### src/rtl/ifetch_buf.sv
// rtl/ifetch_buf.sv - multi-cycle instruction fetch stage with prefetch FIFO and redirect
module ifetch_buf #(
  parameter logic [31:0] RESET_PC = 32'h0000_0000,
  parameter int          DEPTH    = 2
) (
  input  logic        CLK,
  input  logic        RST,
  output logic        imem_req,
  output logic [31:0] imem_addr,
  input  logic        imem_ack,
  input  logic [31:0] imem_rdata,
  input  logic        Redirect,
  input  logic [31:0] newPC,
  input  logic        Ready,
  output logic        Valid,
  output logic [31:0] PC,
  output logic [31:0] nextPC,
  output logic [31:0] Ins
);

  localparam int PW = $clog2(DEPTH);
  localparam int CW = PW + 1;

  typedef enum logic [1:0] {IDLE, WAIT, DROP} state_t;

  state_t          state_q, state_d;
  logic            req_q, req_d;
  logic [31:0]     addr_q, addr_d;
  logic [31:0]     fpc_q, fpc_d;
  logic [CW-1:0]   count_q, count_d;
  logic [PW-1:0]   rd_ptr_q, rd_ptr_d;
  logic [PW-1:0]   wr_ptr_q, wr_ptr_d;
  logic [31:0]     addr_mem [DEPTH];
  logic [31:0]     data_mem [DEPTH];
  logic            push, pop;

  always_comb begin
    pop      = (count_q != '0) && Ready && !Redirect;
    push     = (state_q == WAIT) && imem_ack && !Redirect;
    state_d  = state_q;
    req_d    = req_q;
    addr_d   = addr_q;
    fpc_d    = fpc_q;
    count_d  = count_q;
    rd_ptr_d = rd_ptr_q;
    wr_ptr_d = wr_ptr_q;

    if (Redirect) begin
      count_d  = '0;
      rd_ptr_d = '0;
      wr_ptr_d = '0;
      fpc_d    = newPC & 32'hFFFF_FFFC;
    end else begin
      if (push) begin
        wr_ptr_d = wr_ptr_q + PW'(1);
        fpc_d    = fpc_q + 32'd4;
      end
      if (pop) rd_ptr_d = rd_ptr_q + PW'(1);
      if (push && !pop)      count_d = count_q + CW'(1);
      else if (!push && pop) count_d = count_q - CW'(1);
    end

    // Issue decisions look at next-cycle occupancy so a new request can follow an ack or pop directly.
    if (state_q != IDLE && !imem_ack) begin
      state_d = Redirect ? DROP : state_q;
      req_d   = 1'b1;
      addr_d  = addr_q;
    end else if (count_d < CW'(DEPTH)) begin
      state_d = WAIT;
      req_d   = 1'b1;
      addr_d  = fpc_d;
    end else begin
      state_d = IDLE;
      req_d   = 1'b0;
    end
  end

  always_ff @(posedge CLK) begin
    if (RST) begin
      state_q  <= IDLE;
      req_q    <= 1'b0;
      addr_q   <= RESET_PC;
      fpc_q    <= RESET_PC;
      count_q  <= '0;
      rd_ptr_q <= '0;
      wr_ptr_q <= '0;
    end else begin
      state_q  <= state_d;
      req_q    <= req_d;
      addr_q   <= addr_d;
      fpc_q    <= fpc_d;
      count_q  <= count_d;
      rd_ptr_q <= rd_ptr_d;
      wr_ptr_q <= wr_ptr_d;
    end
  end

  always_ff @(posedge CLK) begin
    if (push && !RST) begin
      addr_mem[wr_ptr_q] <= addr_q;
      data_mem[wr_ptr_q] <= imem_rdata;
    end
  end

  assign imem_req  = req_q;
  assign imem_addr = addr_q;
  assign Valid     = (count_q != '0);
  assign PC        = Valid ? addr_mem[rd_ptr_q] : 32'h0;
  assign Ins       = Valid ? data_mem[rd_ptr_q] : 32'h0;
  assign nextPC    = PC + 32'd4;

endmodule
### config.mk
export PLATFORM = sky130hd
export DESIGN_NAME = ifetch_buf
export DESIGN_NICKNAME = d
export VERILOG_FILES = /design/src/rtl/ifetch_buf.sv
export SDC_FILE = /design/constraint.sdc
export NUM_CORES = 1
export LEC_CHECK = 0
export BUFFER_PORTS_ARGS = -buffer_cell sky130_fd_sc_hd__buf_4
export CELL_PAD_IN_SITES_DETAIL_PLACEMENT = 0
export CELL_PAD_IN_SITES_GLOBAL_PLACEMENT = 1
export CORE_ASPECT_RATIO = 1.2
export CORE_MARGIN = 10
export CORE_UTILIZATION = 46
export CTS_BUF_LIST = sky130_fd_sc_hd__clkbuf_16
export DETAILED_ROUTE_END_ITERATION = 8
export PLACE_DENSITY_LB_ADDON = 0.1
export SYNTH_ARGS = -nofsm -noshare
export SYNTH_HDL_FRONTEND = slang
export SYNTH_SLANG_ARGS = --single-unit
### constraint.sdc
create_clock -name CLK -period 15.07 [get_ports CLK]
set_clock_uncertainty 0.2 [all_clocks]
set_input_delay 1.507 -clock CLK [delete_from_list [all_inputs] [get_ports CLK]]
set_output_delay 1.507 -clock CLK [all_outputs]
set_load 0.01 [all_outputs]
-- After elaboration in Yosys (flattened, before gate mapping)
Memory sizes are Yosys's and may differ from the RTL's. A register that Yosys moved wholly into a read port is not among the register bits.
Index checks and enable logic that the tools add are counted.
- output and inout port bits: 130
- register bits after elaboration: 71
- memories kept: 2
- memory bits (writable): 128
- add/sub/neg operators: 6
- reductions and logical operators: 17
- equal/unequal tests: 2
- magnitude comparators: 1
- multiplexer cells: 18
- bitwise operators: 1
- memory list (memory ; words ; bits a word ; read ports ; clocked after Yosys merged registers in ; write ports ; line ; text):
    addr_mem ; 2 ; 32 ; 1 ; 1 ; 1 ; 33 ; logic [31:0] addr_mem [DEPTH];
    data_mem ; 2 ; 32 ; 1 ; 1 ; 1 ; 34 ; logic [31:0] data_mem [DEPTH];
- operator list (cell ; number):
    $mux 32 ; 4
    $add 32x3->32 const B ; 2
    $mux 2 ; 5
    $mux 1 ; 9
    $logic_and 1x1->1 ; 8
    $logic_not 1->1 ; 5
    $reduce_bool 2->1 ; 2
    $add 1x1->1 const B ; 2
    $add 2x1->2 const B ; 1
    $eq 2x1->1 const B ; 1
    $lt 2x2->1 const B ; 1
    $ne 2x2->1 const B ; 1
    $reduce_and 2->1 ; 1
    $reduce_or 2->1 ; 1
    $sub 2x1->2 const B ; 1
    $not 1->1 ; 1

-- Logic depth before layout (Yosys ltp)
- depth in word-level cells: 11
- gate-level depth with buffers: 16
- depth with buffers taken out: 12

-- Worst setup path after synthesis
No wires, ideal clock.
- path kind: input to register
- start point: input Redirect
- end point: memory addr_mem[1][0], enable pin
- arrival: 6.641 ns
- data required time: 14.292 ns
- stages on the path: 4
- setup time: 0.578 ns
- buffers on the path: 1
- setup slack: 7.651 ns
- cells stage by stage: and4bb_1 -> buf_4 -> inv_2 -> nor3b_1
- word-level cells in the longest chain between the ends: 5
- ends and longest elaborated chain (element ; line ; text):
    start: declaration ; 12 ; input logic Redirect,
    $logic_not 1->1 ; 39 ; push = (state_q == WAIT) && imem_ack && !Redirect;
    $logic_and 1x1->1 ; 39 ;
    $logic_and 1x1->1 ; 99 ; if (push && !RST) begin
    $mux 1 ; 99 ;
    $mux 1 (not written as such) ; 100 ; addr_mem[wr_ptr_q] <= addr_q;
    end: declaration ; 33 ;
No other way between the ends.

==> results.py <==
metrics = {
    "outcome": {
        "status": "complete, no violations",
    },
    "global_route": {
        "grt_pass1_wl_mm": 33.24,
        "gr-total-overflow": 0,
        "antenna_found_initial": 0,
        "grt_pass1_vias": 5946,
        "grt_start_max_net_pins": 80,
        "grt_usage": 0.1682,
    },
    "logic_synthesis": {
        "postSynthCellCount": 739,
        "ys.flop_type": "edfxtp_1",
        "ys_seq_area_frac": 0.6101,
        "async_flop_share": 0,
        "yosys-top-cells-area": "edfxtp_1, dfxtp_1, mux2i_1",
        "synth_area_leader_cell": "edfxtp_1",
        "synth_common_cells": "edfxtp_1, nor2_1, dfxtp_1",
        "synth_cell_types": 51,
        "synth-edff-count": 128,
        "synth_area_sq_um": 8662,
        "synth_area_per_cell_sq_um": 11.72,
        "synth_seq_cells": 200,
        "synth_nets": 812,
        "synth_top_area_frac": 0.4437,
        "yosys_warnings": 0,
        "yosysMostFrequentCell": "edfxtp_1",
    },
    "clocking": {
        "post_cts_buffers": 0,
        "cts_tree": "done",
        "cts_buffer_depth": 2,
        "htreeDepth": 4,
        "clk_pin_slew_worst_paths_ns": 0.06,
        "postCtsResizedCells": 0,
        "cts_root_buffer": "clkbuf_16",
        "insertion_delay_ns": 0.43,
        "ctsHoldBuffers": 0,
        "cts_sinks": 200,
        "cts_buffers": 17,
    },
    "timing": {
        "setup_slack_ns": 9.422,
        "hold_slack_ns": 0.2723,
        "fin_tns_setup_ns": 0,
        "finalHoldViolCount": 0,
        "fmax_ghz": 0.1770,
        "period_share": 0.3748,
        "rsz0062_at_grt": "no",
        "fin_crit_ns": 5.648,
        "slew_viol_final": 0,
        "maxSlewHeadroom": 0.2741,
        "finalSetupViolCount": 0,
        "worst_pin_slew_ns": 1.079,
    },
    "setup_path": {
        "cpMostUsedCell": "buf_4",
        "arrival_ns": 3.94,
        "startpoint_type": "register",
        "cpLargestDelayFamily": "simple AND/OR/NAND/NOR gates",
        "worst_path_max_delay_cell": "nor4_2",
        "worstPathMaxFanout": 49,
        "worstSetupPathType": "register to output pin",
        "crit_path_end_kind": "output pin",
        "slowest_delay_ns": 0.68,
        "path_buf_inv": 2,
        "crit_required_ns": 13.36,
        "worstPathCellList": "buf_4 > nand2b_1 > o22ai_1 > o2111ai_1 > nor4_2 > nand3_1 > xnor2_1 > buf_4",
    },
    "power_and_ir_drop": {
        "power_mw": 1.129,
        "p_leak_nw": 4.074,
        "p_per_area_nw_per_um2": 103.6,
        "peakVddDrop_mv": 0.07479,
    },
    "floorplan": {
        "boundaryPins": 199,
        "die_x_um": 145.3,
        "rows": 54,
        "start_util": 0.4713,
        "dieArea_sq_um": 24740,
        "coreArea_sq_um": 18380,
        "dieHeight_um": 170.3,
    },
    "finish": {
        "layout.nets": 986,
        "final_core_util": 0.5929,
        "drive_gt1_frac": 0.2711,
        "antenna_cells": 0,
        "area_growth_syn_to_layout_pct": 25.80,
    },
    "flow_run": {
        "drv_cap": 0,
    },
    "route": {
        "vias": 6120,
        "ant_nets": 0,
        "routedWlPerCell_um": 18.12,
        "vias_per_cell": 5.195,
        "drt_first_iter_violations": 409,
        "detail_route.wirelength_mm": 21.34,
        "drc_errors": 0,
        "dr.pass1.iters": 5,
    },
    "placement": {
        "gp_congestion": 0.8135,
        "place_ws_ns": 9.574,
        "hpwl_mm": 15.44,
        "port_buffers": 196,
    },
    "hold_path": {
        "hp-class": "register to register",
    },
}
## path summary, 6_finish.rpt
path	from	endpoint	slack, ns	cells past startpoint
setup / recovery	register	nextPC[30]	9.42	8
hold / removal	fpc_q[0]	fpc_q[0]	0.27	1
setup reg to reg	state_q[0]	imem_addr[1]	11.60	10
hold reg to reg	fpc_q[0]	fpc_q[0]	0.27	1
## sequential cells by signal, indices dropped and copies added (netlist names), named ones only
register,flops
addr_mem,64
data_mem,64
fpc_q,32
imem_addr,32
count_q,2
state_q,2
imem_req,1
rd_ptr_q,1
wr_ptr_q,1
## final cells by class
| class | instances | area, sq um |
|---|---|---|
| sequential | 200 | 5289 |
| multi-input combinational | 480 | 3152 |
| tap | 252 | 315.3 |
| timing repair buffer | 202 | 1516 |
| clock inverter | 15 | 153.9 |
| fill | 1559 | 7481 |
| inverter | 12 | 45.04 |
| clock buffer | 17 | 425.4 |
## kinds of logic (layout without fill, tap and decap cells)
group	count (synthesis)	after routing	share of synthesized area
AND/OR/NAND/NOR	277	277	0.1582
flip-flops	200	200	0.6101
AO/OA/AOI/OAI	73	73	0.06081
multiplexers	68	68	0.07858
buffers and inverters	59	246	0.02788
XOR/XNOR	58	58	0.05864
adder cells (fa/ha/maj)	4	4	0.005778
## cell usage in the layout, fill, tap and decap left out, types with 17 or more instances in the layout
cell type	count
dfxtp_1	71
nand3b_1	24
nand2_1	34
clkbuf_16	17
nand4_1	18
mux2i_1	68
xnor2_1	36
nand3_1	20
nor3_1	22
xor2_1	22
a21oi_1	18
edfxtp_1	128
buf_4	202
nor2_1	117
## routing by layer
| layer | track usage | wire, um | up-vias |
|---|---|---|---|
| li1 | - | - | 3023 |
| met1 | 0.2132 | 9617 | 2894 |
| met2 | 0.2788 | 10330 | 179 |
| met5 | 0 | 0 | - |
| met4 | 0.05546 | 365 | 0 |
| met3 | 0.03953 | 1028 | 24 |
## report_power, final
part	internal (mW)	switching, mW
registers	0.600	0.0161
clock network	0.246	0.197
logic	0.0345	0.0357
## stage by stage
stage | std cells | cell area (sq um)
2_1_floorplan | 739 | 8662
3_5_place_dp | 1146 | 10320
4_1_cts | 1178 | 10900
5_1_grt | 1178 | 10900
3_3_place_gp | 1146 | 10320
6_report | 1178 | 10900
(Power assumes the default switching activity.)
